<file path="src/rtl/uart_tx_fifo_if.sv">
// Producer-side bundle for uart_tx_fifo: write port, FIFO status, serial
// line and FSM state for checkers.
//
// Handshake: a byte is accepted on a rising clk edge where wen=1 and full=0.
// A wen=1 edge while full=1 is dropped and answered by a one-cycle overflow
// pulse. There is no backpressure beyond full; the producer must watch it.
interface uart_tx_fifo_if #(
  parameter int DATA_BITS  = 8,
  parameter int FIFO_DEPTH = 16
);
  localparam int LW = $clog2(FIFO_DEPTH) + 1;

  logic [DATA_BITS-1:0] din;
  logic                 wen;
  logic                 full;
  logic                 overflow;
  logic [LW-1:0]        level;
  logic                 busy;
  logic                 txd;
  logic [2:0]           state_dbg;

  modport master (
    output din, wen,
    input  full, overflow, level, busy, txd, state_dbg
  );

  modport slave (
    input  din, wen,
    output full, overflow, level, busy, txd, state_dbg
  );
endinterface

</file>
<file path="src/rtl/uart_tx_fifo.sv">
// UART transmitter with a transmit FIFO. Frames are start bit, DATA_BITS data
// bits LSB first, optional parity bit, then STOP_BITS stop bits. The baud
// counter is held at zero while idle so each frame begins with a full bit.
// txd and busy are registered: they follow the FSM state one cycle later.
module uart_tx_fifo #(
  parameter int FREQ       = 27000000,
  parameter int BAUD       = 115200,
  parameter int DATA_BITS  = 8,
  parameter int PARITY     = 0,
  parameter int STOP_BITS  = 1,
  parameter int FIFO_DEPTH = 16
) (
  input  logic             clk,
  input  logic             rst,
  uart_tx_fifo_if.slave    bus
);

  localparam int BIT_CLKS = FREQ / BAUD;
  localparam int CW       = $clog2(BIT_CLKS);
  localparam int AW       = $clog2(FIFO_DEPTH);
  localparam int LW       = AW + 1;

  typedef enum logic [2:0] {
    S_IDLE   = 3'd0,
    S_START  = 3'd1,
    S_DATA   = 3'd2,
    S_PARITY = 3'd3,
    S_STOP   = 3'd4
  } state_t;

  state_t               state, state_n;
  logic [CW-1:0]        cnt, cnt_n;
  logic [2:0]           idx, idx_n;
  logic [DATA_BITS-1:0] tx_data, tx_data_n;
  logic                 txd_n;
  logic                 txd_q;
  logic                 busy_q;
  logic                 overflow_q;

  logic [DATA_BITS-1:0] mem [FIFO_DEPTH];
  logic [AW-1:0]        wr_ptr, rd_ptr;
  logic [LW-1:0]        level;
  logic                 full;
  logic                 push;
  logic                 pop;
  logic                 bit_end;

  // full comes from the registered level, so a pop in the same cycle does
  // not open a slot for a write already presented against full.
  assign full    = (level == LW'(FIFO_DEPTH));
  assign push    = bus.wen & ~full;
  assign bit_end = (cnt == CW'(BIT_CLKS - 1));

  assign bus.full      = full;
  assign bus.overflow  = overflow_q;
  assign bus.level     = level;
  assign bus.busy      = busy_q;
  assign bus.txd       = txd_q;
  assign bus.state_dbg = state;

  // Next-state, baud/bit counters, FIFO pop and line level for the current state.
  always_comb begin
    state_n   = state;
    cnt_n     = cnt;
    idx_n     = idx;
    tx_data_n = tx_data;
    pop       = 1'b0;
    txd_n     = 1'b1;
    case (state)
      S_IDLE: begin
        cnt_n = '0;
        if (level != '0) begin
          pop       = 1'b1;
          tx_data_n = mem[rd_ptr];
          idx_n     = '0;
          state_n   = S_START;
        end
      end
      S_START: begin
        txd_n = 1'b0;
        if (bit_end) begin
          cnt_n   = '0;
          state_n = S_DATA;
        end else begin
          cnt_n = cnt + CW'(1);
        end
      end
      S_DATA: begin
        txd_n = tx_data[idx];
        if (bit_end) begin
          cnt_n = '0;
          if (idx == 3'(DATA_BITS - 1)) begin
            idx_n   = '0;
            state_n = (PARITY != 0) ? S_PARITY : S_STOP;
          end else begin
            idx_n = idx + 3'd1;
          end
        end else begin
          cnt_n = cnt + CW'(1);
        end
      end
      S_PARITY: begin
        // Odd parity is the inverse of the data XOR.
        txd_n = (PARITY == 1) ? ~(^tx_data) : (^tx_data);
        if (bit_end) begin
          cnt_n   = '0;
          idx_n   = '0;
          state_n = S_STOP;
        end else begin
          cnt_n = cnt + CW'(1);
        end
      end
      S_STOP: begin
        txd_n = 1'b1;
        if (bit_end) begin
          cnt_n = '0;
          if (idx == 3'(STOP_BITS - 1)) begin
            idx_n = '0;
            // Chain straight into the next frame when data is waiting.
            if (level != '0) begin
              pop       = 1'b1;
              tx_data_n = mem[rd_ptr];
              state_n   = S_START;
            end else begin
              state_n = S_IDLE;
            end
          end else begin
            idx_n = idx + 3'd1;
          end
        end else begin
          cnt_n = cnt + CW'(1);
        end
      end
      default: begin
        state_n = S_IDLE;
        cnt_n   = '0;
        idx_n   = '0;
      end
    endcase
  end

  // FSM state, counters, shift data and registered line/busy/overflow outputs.
  always_ff @(posedge clk) begin
    if (rst) begin
      state      <= S_IDLE;
      cnt        <= '0;
      idx        <= '0;
      tx_data    <= '0;
      txd_q      <= 1'b1;
      busy_q     <= 1'b0;
      overflow_q <= 1'b0;
    end else begin
      state      <= state_n;
      cnt        <= cnt_n;
      idx        <= idx_n;
      tx_data    <= tx_data_n;
      txd_q      <= txd_n;
      busy_q     <= (state != S_IDLE) | (level != '0);
      overflow_q <= bus.wen & full;
    end
  end

  // FIFO pointers and occupancy; push and pop together leave level unchanged.
  always_ff @(posedge clk) begin
    if (rst) begin
      wr_ptr <= '0;
      rd_ptr <= '0;
      level  <= '0;
    end else begin
      if (push) wr_ptr <= wr_ptr + AW'(1);
      if (pop)  rd_ptr <= rd_ptr + AW'(1);
      case ({push, pop})
        2'b10:   level <= level + LW'(1);
        2'b01:   level <= level - LW'(1);
        default: level <= level;
      endcase
    end
  end

  // FIFO storage write port.
  always_ff @(posedge clk) begin
    if (push) mem[wr_ptr] <= bus.din;
  end

endmodule

</file>
<file path="src/flat_wrapper.sv">
// flat-port wrapper written by rule: the top's interface ports become plain ports
module uart_tx_fifo_flat 
#(
  parameter int FREQ       = 27000000,
  parameter int BAUD       = 115200,
  parameter int DATA_BITS  = 8,
  parameter int PARITY     = 0,
  parameter int STOP_BITS  = 1,
  parameter int FIFO_DEPTH = 16
)
  (clk, rst, bus_din, bus_wen, bus_full, bus_overflow, bus_level, bus_busy, bus_txd, bus_state_dbg);
  uart_tx_fifo_if #(.DATA_BITS(DATA_BITS), .FIFO_DEPTH(FIFO_DEPTH)) bus_i ();
  input  logic clk;
  input  logic rst;
  input wire logic [$bits(bus_i.din)-1:0] bus_din;
  input wire logic [$bits(bus_i.wen)-1:0] bus_wen;
  output wire logic [$bits(bus_i.full)-1:0] bus_full;
  output wire logic [$bits(bus_i.overflow)-1:0] bus_overflow;
  output wire logic [$bits(bus_i.level)-1:0] bus_level;
  output wire logic [$bits(bus_i.busy)-1:0] bus_busy;
  output wire logic [$bits(bus_i.txd)-1:0] bus_txd;
  output wire logic [$bits(bus_i.state_dbg)-1:0] bus_state_dbg;
  assign bus_i.din = bus_din;
  assign bus_i.wen = bus_wen;
  assign bus_full = bus_i.full;
  assign bus_overflow = bus_i.overflow;
  assign bus_level = bus_i.level;
  assign bus_busy = bus_i.busy;
  assign bus_txd = bus_i.txd;
  assign bus_state_dbg = bus_i.state_dbg;
  uart_tx_fifo #(.FREQ(FREQ), .BAUD(BAUD), .DATA_BITS(DATA_BITS), .PARITY(PARITY), .STOP_BITS(STOP_BITS), .FIFO_DEPTH(FIFO_DEPTH)) u_core (.clk(clk), .rst(rst), .bus(bus_i));
endmodule
</file>
<file path="config.mk">
export PLATFORM = sky130hd
export DESIGN_NAME = uart_tx_fifo_flat
export DESIGN_NICKNAME = d
export VERILOG_FILES = /design/src/rtl/uart_tx_fifo_if.sv /design/src/rtl/uart_tx_fifo.sv /design/src/flat_wrapper.sv
export SDC_FILE = /design/constraint.sdc
export NUM_CORES = 1
export LEC_CHECK = 0
export BUFFER_PORTS_ARGS = -buffer_cell sky130_fd_sc_hd__buf_2
export CAP_MARGIN = 20
export CORE_ASPECT_RATIO = 0.8
export CORE_UTILIZATION = 55
export CTS_CLUSTER_SIZE = 20
export DETAILED_ROUTE_END_ITERATION = 8
export PLACE_DENSITY = 0.72
export SLEW_MARGIN = 20
export SYNTH_ARGS = -nofsm -noshare
export SYNTH_HDL_FRONTEND = slang
export SYNTH_SLANG_ARGS = --single-unit
</file>
<file path="constraint.sdc">
create_clock -name clk -period 3.75 [get_ports clk]
set_input_delay 1.125 -clock clk [delete_from_list [all_inputs] [get_ports clk]]
set_output_delay 1.125 -clock clk [all_outputs]
set_load 0.02 [all_outputs]
</file>
Word-level counts from Yosys, hierarchy flattened
Memory sizes are Yosys's and may differ from the RTL's. A register that Yosys moved wholly into a read port is not among the register bits.
Cells that the tools add are included.
{"block": "word_totals", "register_bits": 38, "ram_bits": 128, "out_inout_bits": 12, "word_cells": 84, "n_memories": 1}
{"block": "classes", "add_sub_neg": 6, "magnitude_cmp": 1, "n_eq_ne": 16, "mux": 32, "n_bitwise": 6, "n_reduce_logical": 12}
{"name": "u_core.mem", "words": 16, "word_bits": 8, "read_ports": 1, "rd_clocked_by_memory_dff": 1, "wr": 1, "line": "uart_tx_fifo.sv:40", "text": "logic [DATA_BITS-1:0] mem [FIFO_DEPTH];"}
{"operator": "2-to-1 mux 3 bit", "n": 13}
{"operator": "case mux 3 bit (5 select lines)", "n": 2}
{"operator": "2-to-1 mux 8 bit", "n": 3}
{"operator": "case mux 8 bit (2 select lines)", "n": 1}
{"operator": "inequality test 2 x 1 -> 1 bit, second input constant", "n": 7}
{"operator": "case mux 5 bit (2 select lines)", "n": 1}
{"operator": "adder 4 x 1 -> 4 bit, second input constant", "n": 2}
{"operator": "adder 8 x 1 -> 8 bit, second input constant", "n": 1}
{"operator": "equality test 8 bit, second input constant", "n": 1}
{"operator": "2-to-1 mux 4 bit", "n": 2}
{"operator": "XOR reduction 8 bit", "n": 1}
{"operator": "2-to-1 mux 1 bit", "n": 7}
{"operator": "AND reduction 7 bit", "n": 1}
{"operator": "equality test 3 x 2 -> 1 bit, second input constant", "n": 2}
{"operator": "equality test 3 bit, second input constant", "n": 2}
{"operator": "zero test 3 bit", "n": 2}
{"operator": "adder 5 x 1 -> 5 bit, second input constant", "n": 1}
{"operator": "equality test 5 bit, second input constant", "n": 1}
{"operator": "AND reduction 5 bit", "n": 1}
{"operator": "nonzero test 5 bit", "n": 1}
{"operator": "subtractor 5 x 1 -> 5 bit, second input constant", "n": 1}
{"operator": "less-than comparator 3 x 4 -> 1 bit, second input constant", "n": 1}
{"operator": "nonzero test 2 bit", "n": 2}
{"operator": "OR reduction 4 bit", "n": 1}
{"operator": "13 further kinds", "n": 16}

Logic depth before layout (Yosys ltp)
Gate-level depths: netlist (run 1).
{"block": "logic_depth", "word_depth": 7, "ltp_mapped": 16, "ltp_nobuf": 13}

Worst setup path after synthesis (run 1)
OpenSTA, ideal clock, no wires.
{"block": "synth_timing", "path_kind": "input-to-reg", "startpoint": "in bus_wen", "endpoint": "reg u_core.level[4] (netlist: u_core.bus.level[4])", "setup_ns": 0.128, "arrival_time_ns": 3.105, "required_time_ns": 3.622, "path_slack_ns": 0.517, "path_stages": 11, "n_path_buf": 1, "cell_sequence": "a21boi_2 > inv_1 > ha_1 > clkbuf_1 > xor2_1 > ha_1 > or3b_2 > a21oi_1 > o21ai_0 > xnor2_1 > nor2_1"}
{"block": "synth_between", "elab_chain_len": 3, "elab_cells_between_ends": 5, "cone_classes": "eq/ne: 2; mux: 1; bitwise: 1; reduce/logical: 1"}
{"item": "from (decl)", "line": "flat_wrapper.sv:16", "text": "input wire logic [$bits(bus_i.wen)-1:0] bus_wen;"}
{"item": "AND 1 bit *", "line": "uart_tx_fifo.sv:51", "text": "assign push = bus.wen & ~full;"}
{"item": "equality test 2 x 1 -> 1 bit / equality test 2 bit (equally long branches)", "line": "uart_tx_fifo.sv:172", "text": "case ({push, pop})"}
{"item": "case mux 5 bit (2 select lines) / nonzero test 2 bit (equally long branches)"}
{"item": "to (signal assigned)", "line": "uart_tx_fifo.sv:173", "text": "2'b10: level <= level + LW'(1);"}
{"item": "to (signal assigned)", "line": "uart_tx_fifo.sv:174", "text": "2'b01: level <= level - LW'(1);"}
{"item": "to (signal assigned)", "line": "uart_tx_fifo.sv:175", "text": "default: level <= level;"}
{"item": "to (decl)", "line": "uart_tx_fifo.sv:42", "text": "logic [LW-1:0] level;"}
Mark *: on every way between the ends. The rest lies on a longest branch, timed or not.
A chain may end at the register's enable or synchronous reset.

Worst setup path in the final report (run 1)
{"block": "layout_timing", "startpoint": "reg u_core.idx[0]", "endpoint": "reg u_core.level[4] (netlist: u_core.bus.level[4])"}
{"block": "layout_between", "elab_chain_len": 6, "elab_cells_between_ends": 8, "cone_classes": "eq/ne: 2; mux: 4; reduce/logical: 2"}
{"item": "from (decl)", "line": "uart_tx_fifo.sv:33", "text": "logic [2:0] idx, idx_n;"}
{"item": "from (signal assigned)", "line": "uart_tx_fifo.sv:155", "text": "idx <= idx_n;"}
{"item": "zero test 3 bit *", "line": "uart_tx_fifo.sv:117", "text": "if (idx == 3'(STOP_BITS - 1)) begin"}
{"item": "2-to-1 mux 1 bit *", "line": "uart_tx_fifo.sv:117"}
{"item": "2-to-1 mux 1 bit *", "line": "uart_tx_fifo.sv:115", "text": "if (bit_end) begin"}
{"item": "case mux 1 bit (2 select lines) *", "line": "uart_tx_fifo.sv:69", "text": "case (state)"}
{"item": "equality test 2 x 1 -> 1 bit / equality test 2 bit (equally long branches)", "line": "uart_tx_fifo.sv:172"}
{"item": "case mux 5 bit (2 select lines) / nonzero test 2 bit (equally long branches)"}
Marked as above.

==> out/qor.csv, run 1 <==
stage,metric,value,unit
pwr,P per Cell Area,664,nW/um2
setup_path,critical path peak fanout,9,
synth,Post-synth EDFFs,128,
timing,slew of the pin with the lowest slew margin,799,ps
setup_path,Crit Path Class,register to register,
routing,DRC,0,
setup_path,WP buf/inv,1,
synth,Netlist cell types,43,
timing,crit share post-route,81.1,%
finish,area of the multi-input gates,2140,um2
pwr,Logic pwr share,22.2,%
timing,"Setup violations, final",0,
routing,vias per std cell,5.76,
finish,share of cells above drive strength 1,20.9,%
pwr,maximum VDD drop,327,uV
synth,syn_nets,468,
routing,routed vias,3799,
place,DP Wirelength,8440,um
timing,skew final,7.03,ps
setup_path,Required @ worst endpoint,4040,ps
die,Top Ports,23,
setup_path,"delay-heaviest family, CP",simple AND/OR/NAND/NOR gates,
clock_tree,root buf cell,clkbuf_16,
die,core footprint,12300,um2
die,die area,13100,um2
routing,Wirelength per Cell,19.6,um
synth,compound-cell area share of the yosys netlist,4.50,%
synth,post-synth top area cell,edfxtp_1,
clock_tree,Post-CTS Setup Bufs,0,
worst_hold_path,min-delay worst type,register to register,
synth,adder-cell share of the synthesized area,2.33,%
finish,FILL cells,899,
clock_tree,clock sink count,170,
global_routing,vias in the first global route,3470,
setup_path,CP max stage delay,450,ps
die,Initial Utilization,56.9,%
synth,Simple-Gate Fraction of Synth Area,8.17,%
global_routing,GRT Residual Overflow,0,
pwr,Leak,2.67,nW
setup_path,crit-path cells,"inv_1, ha_1, nor2b_1, a41o_1, and3_1, ha_1, xor2_1, ha_1, or3b_2, a21oi_1, o21ai_0, xnor2_1, nor2_1",
job,Max Cap Viol,0,
global_routing,first-pass GRT wire length,19700,um
pwr,Pwr Total,0.00522,W
setup_path,Worst Setup Start Kind,register,
timing,Hold Fails Final Rpt,0,
clock_tree,Num CTS Buffers,17,
global_routing,total global-route track usage,21.4,%
synth,Mapped Cells,444,
clock_tree,Post-CTS Hold Buffers,0,
routing,Post-Route WL,12900,um
timing,unrepaired setup endpoints after global routing,no,
finish,Layout Utilization,64.2,%
routing,DRT antenna net count,0,
timing,final setup margin,709,ps
timing,Max Transition Viols Final,0,
clock_tree,clk_lat worst skew,430,ps
finish,ant diodes,0,
synth,Yosys reg bits,170,
routing,Pre-antenna DRT Iters,5,
synth,Synth Area in XOR/XNOR,2.76,%
setup_path,Arrival @ worst endpoint,3330,ps
clock_tree,htree depth,4,
timing,Highest Clock Rate,0.329,GHz
pwr,clock share of power,33.2,%
global_routing,largest net degree at the start of global routing,36,
timing,Period minus WS final,3040,ps
synth,"Seq/Total Area, Yosys",67.2,%
place,Final GP Congestion,0.739,
synth,Post-Syn Area,6970,um2
pwr,NetSw,0.00144,W
global_routing,initial antenna violation count,0,
finish,Syn-to-layout area delta,12.9,%
setup_path,slowest stage cell on the critical path,or3b_2,
die,Die X-Extent,128,um
setup_path,endpoint class of the critical path,register,
pwr,Internal Power,0.00378,W
clock_tree,CTS tree,yes,
timing,Setup TNS,0,ps
clock_tree,CTS resizes,0,
synth,Commonest cells post-synth,"128 x edfxtp_1, 45 x nor2_1, 42 x dfxtp_1",
synth,synthesized area per cell,15.7,um2
routing,DR iter-0 viols,330,
die,Site Rows,36,
pwr,Net Sw Frac,27.6,%
place,port bufs,22,
finish,Register Area,4690,um2
place,post-place setup slack,506,ps
pwr,sequential share of power,44.6,%
clock_tree,Clock Path Buffers,2,
synth,Yosys top cell area share,55.1,%
synth,most frequent cell after synthesis,edfxtp_1,
synth,main combinational cell family by area after synthesis,multiplexers,
synth,Most used DFF post-synth,edfxtp_1,
synth,async set-reset flop share out of synthesis,0,%
timing,max_slew headroom,46.5,%
place,placed inst area,7290,um2
status,status,completed,
synth,mux share of post-synthesis cell area,12.9,%
synth,Yosys warning total,0,
die,die height,103,um
finish,"Design Area, Final",7870,um2
synth,"top cells by area, synth","edfxtp_1 55%, dfxtp_1 12%, mux4_2 11%",
clock_tree,Clock transition at path regs,60,ps
finish,Layout Nets,499,
setup_path,cell mode on critical path,ha_1,
[kinds of logic (layout without fill, tap and decap cells)]
| logic type | Yosys count | after routing |
|---|---|---|
| buf+inv | 34 | 78 |
| simple gates | 112 | 112 |
| fa+ha+maj | 13 | 13 |
| compound gates | 46 | 46 |
| flops | 170 | 170 |
| mux | 47 | 47 |
| xor+xnor | 22 | 22 |
[area by class of cell]
| class | count | share of cell area (%) |
|---|---|---|
| tap | 171 | 2.72 |
| inverter | 11 | 0.525 |
| clock inverter | 11 | 1.83 |
| multi-input combinational | 240 | 27.2 |
| timing repair buffer | 35 | 2.64 |
| sequential | 170 | 59.5 |
| clock buffer | 21 | 5.60 |
[stage by stage]
step / hold slack (ps) / instances
6_report: 482 / 659
5_1_grt: 513 / 659
4_1_cts: 487 / 659
3_5_place_dp: 474 / 627
3_3_place_gp: 456 / 627
2_1_floorplan: 441 / 444
[cell usage in the layout (no fill, tap or decap), types with 2 or more instances in the layout]
cell | Yosys | layout
edfxtp_1 | 128 | 128
nor2_1 | 45 | 45
dfxtp_1 | 42 | 41
mux4_2 | 34 | 34
buf_2 | 6 | 22
nand2_1 | 19 | 19
a22oi_1 | 17 | 17
clkbuf_16 | 0 | 17
a21oi_1 | 14 | 14
ha_1 | 13 | 13
buf_4 | 2 | 13
xnor2_1 | 12 | 12
inv_1 | 11 | 11
mux2i_1 | 11 | 11
xor2_1 | 10 | 10
nor2b_1 | 7 | 7
nor3_1 | 7 | 7
nand3b_1 | 6 | 6
o21ai_0 | 6 | 6
and3_1 | 5 | 5
nand2b_1 | 4 | 4
nand3_1 | 4 | 4
clkbuf_1 | 12 | 4
or3_1 | 3 | 3
nand4_1 | 3 | 3
clkinv_1 | 0 | 3
bufinv_16 | 0 | 3
inv_6 | 0 | 3
and2_1 | 2 | 2
mux2_2 | 2 | 2
a31oi_1 | 2 | 2
[final timing paths]
path | slack (ps) | cells past startpoint | start | to
setup / recovery | 710 | 13 | u_core.idx[0] | u_core.bus.level[4]
hold / removal | 480 | 1 | u_core.cnt[0] | u_core.cnt[0]
setup reg to reg | 710 | 13 | u_core.idx[0] | u_core.bus.level[4]
hold reg to reg | 480 | 1 | u_core.cnt[0] | u_core.cnt[0]
[per-layer routing]
metal	up-vias	GRT usage, %	share of wire [%]
met2	123	31.3	47
met1	1898	31.2	46
met3	25	4.51	6.0
met5	-	0	0
met4	0	10.0	1.6
li1	1753	-	-
[power groups by stage]
stage | clock, W | sequential [W] | combinational, W
final | 0.00174 | 0.00233 | 0.00116
after global routing | 0.00183 | 0.00236 | 0.00126
after CTS | 0.00176 | 0.00233 | 0.00116
after detailed placement | 0 | 0.00237 | 0.00115
after global placement | 0 | 0.00236 | 0.00113
after floorplan | 0 | 0.00231 | 0.000922
[flip-flops by register name (all words and copies together), names as in the netlist, named ones only]
name	flops
u_core.wr_ptr	4
u_core.cnt	8
u_core.bus.level	5
u_core.rd_ptr	4
u_core.bus.busy	1
u_core.bus.overflow	1
u_core.mem	128
u_core.tx_data	8
u_core.bus.txd	1
u_core.idx	3
u_core.bus.state_dbg	3
Note: power is estimated with default switching activity, not from simulation.
==> inputs of run 2 (changes only) <==
==> constraint.sdc (replaced) <==
create_clock -name clk -period 2.87 [get_ports clk]
set_input_delay 0.861 -clock clk [delete_from_list [all_inputs] [get_ports clk]]
set_output_delay 0.861 -clock clk [all_outputs]
set_load 0.02 [all_outputs]
==> run 2 against run 1 <==
Against the previous run:
- cell count is 1.7% higher
- flip-flop and latch count is the same
- clock-buffer cell count is 1 lower
- register-to-register slack worse by 560 ps
- critical endpoint unchanged
- largest power group unchanged
==> out/qor.csv, run 2 (synthesized netlist as in run 1, its figures left out) <==
stage,metric,value,unit
worst_hold_path,min-delay worst type,register to register,
setup_path,endpoint class of the critical path,register,
routing,Pre-antenna DRT Iters,4,
status,status,completed,
finish,share of cells above drive strength 1,25.5,%
timing,crit share post-route,94.9,%
routing,DR iter-0 viols,306,
global_routing,GRT Residual Overflow,0,
pwr,clock share of power,34.2,%
timing,Period minus WS final,2720,ps
timing,Highest Clock Rate,0.367,GHz
timing,Setup TNS,0,ps
setup_path,Worst R2R Setup Slack,150,ps
routing,DRT antenna net count,0,
clock_tree,Clock transition at path regs,60,ps
pwr,maximum VDD drop,575,uV
die,Top Ports,23,
routing,vias per std cell,5.69,
setup_path,critical path peak fanout,9,
clock_tree,Clock Path Buffers,2,
timing,Hold Worst Slack,454,ps
timing,unrepaired setup endpoints after global routing,no,
finish,Largest Register,u_core.mem,
die,Initial Utilization,56.9,%
setup_path,Required @ worst endpoint,3150,ps
clock_tree,root buf cell,clkbuf_16,
worst_hold_path,WHS Path Cells,1,
pwr,Logic pwr share,23.0,%
setup_path,Crit Path Class,register to register,
pwr,P per Cell Area,869,nW/um2
job,Max Cap Viol,0,
timing,Hold Fails Final Rpt,0,
timing,max_slew headroom,54.5,%
worst_hold_path,min-delay src,u_core.cnt[0],
pwr,Leak,2.77,nW
clock_tree,CTS tree,yes,
pwr,Net Sw Frac,26.6,%
finish,most frequent cells in the layout,"128 x edfxtp_1, 45 x nor2_1, 35 x dfxtp_1",
setup_path,Arrival @ worst endpoint,3000,ps
finish,max FFs per register,128,
clock_tree,htree depth,4,
finish,ant diodes,0,
die,core footprint,12300,um2
die,die area,13100,um2
pwr,sequential share of power,42.7,%
finish,"commonest non-fill, non-tap cell in the layout",edfxtp_1,
routing,Wirelength per Cell,19.2,um
clock_tree,Post-CTS Setup Bufs,0,
routing,DRC,0,
setup_path,Reg2Reg Capture Point,u_core.bus.level[4],
die,die height,103,um
routing,Post-Route WL,12900,um
clock_tree,clk_lat worst skew,420,ps
place,port bufs,22,
global_routing,vias in the first global route,3599,
global_routing,initial antenna violation count,0,
routing,routed vias,3811,
finish,Largest regs,"u_core.mem x128, u_core.cnt x8, u_core.tx_data x8",
timing,slew of the pin with the lowest slew margin,681,ps
pwr,NetSw,0.00185,W
die,Site Rows,36,
finish,Syn-to-layout area delta,15.3,%
finish,Layout Nets,510,
setup_path,Worst Setup Start Kind,register,
setup_path,FF-to-FF path depth,13,
worst_hold_path,worst hold endpoint,u_core.cnt[0],
die,Die X-Extent,128,um
timing,Max Transition Viols Final,0,
clock_tree,clock sink count,170,
place,Final GP Congestion,0.750,
setup_path,RR Startpoint,u_core.idx[0],
global_routing,total global-route track usage,21.2,%
timing,"Setup violations, final",0,
clock_tree,Num CTS Buffers,17,
global_routing,largest net degree at the start of global routing,36,
pwr,Internal Power,0.00513,W
place,DP Wirelength,8280,um
timing,skew final,5.78,ps
global_routing,first-pass GRT wire length,19600,um
run 2: layout make-up:
cell class | count | area [um2]
flip-flops and latches | 170 | 4690
fillers | 846 | 4220
clock inverters | 12 | 170
repair buffers | 46 | 303
inverters | 11 | 41.3
well taps | 171 | 214
multi-input cells | 240 | 2160
clock buffers | 20 | 457
run 2: worst max-delay path by stage:
stage | startpoint | end | slack (ps) | cells after the start
floorplan | u_core.idx[0] | u_core.bus.level[4] | 10 | 16
global placement | bus_wen | u_core.bus.level[4] | 180 | 11
detailed placement | bus_wen | u_core.bus.level[4] | 130 | 11
CTS | u_core.idx[0] | u_core.bus.level[4] | 130 | 13
global route | u_core.idx[0] | u_core.bus.level[4] | 5 | 13
finish | u_core.idx[0] | u_core.bus.level[4] | 150 | 13
run 2: metrics by stage:
step | std cells | setup WS (ps) | instance area (um2) | power, W | utilization [%]
global route | 670 | 4.79 | 8040 | 0.00727 | 65.6
CTS | 670 | 130 | 8030 | 0.00702 | 65.6
detailed placement | 638 | 127 | 7410 | 0.00463 | 60.5
finish | 670 | 147 | 8040 | 0.00698 | 65.6
floorplan | 444 | 14.9 | 7020 | 0.00428 | -
global placement | 638 | 176 | 7410 | 0.00459 | 60.5
run 2: critical path: stages (launching register included):
cell and delay (ps):
dfxtp_2 380, inv_1 70, ha_1 180, nor2b_1 130, a41o_1 220, and3_1 190
ha_4 210, xor2_1 150, ha_2 210, or3b_4 400, a21oi_2 140, o21ai_1 90
xnor2_1 150, nor2_1 50
run 2: repair_timing:
item                       in CTS  in global routing
resized for setup               0                  2
setup endpoints to repair       0                  1
hold buffers                    0                  0
run 2: power by group through the flow:
stage / combinational (W) / sequential [W] / clock (W)
4_1_cts: 0.00162 / 0.00298 / 0.00242
2_1_floorplan: 0.00127 / 0.00302 / 0
6_report: 0.00161 / 0.00298 / 0.00239
3_5_place_dp: 0.00160 / 0.00303 / 0
3_3_place_gp: 0.00157 / 0.00302 / 0
5_1_grt: 0.00176 / 0.00300 / 0.00251
run 2: per-layer routing:
metal | track usage, % | up-vias | wire length [um]
met2 | 33.2 | 112 | 6030
met5 | 0 | - | 0
met1 | 29.7 | 1917 | 5980
met4 | 6.24 | 0 | 114
met3 | 5.60 | 12 | 770
li1 | - | 1770 | -
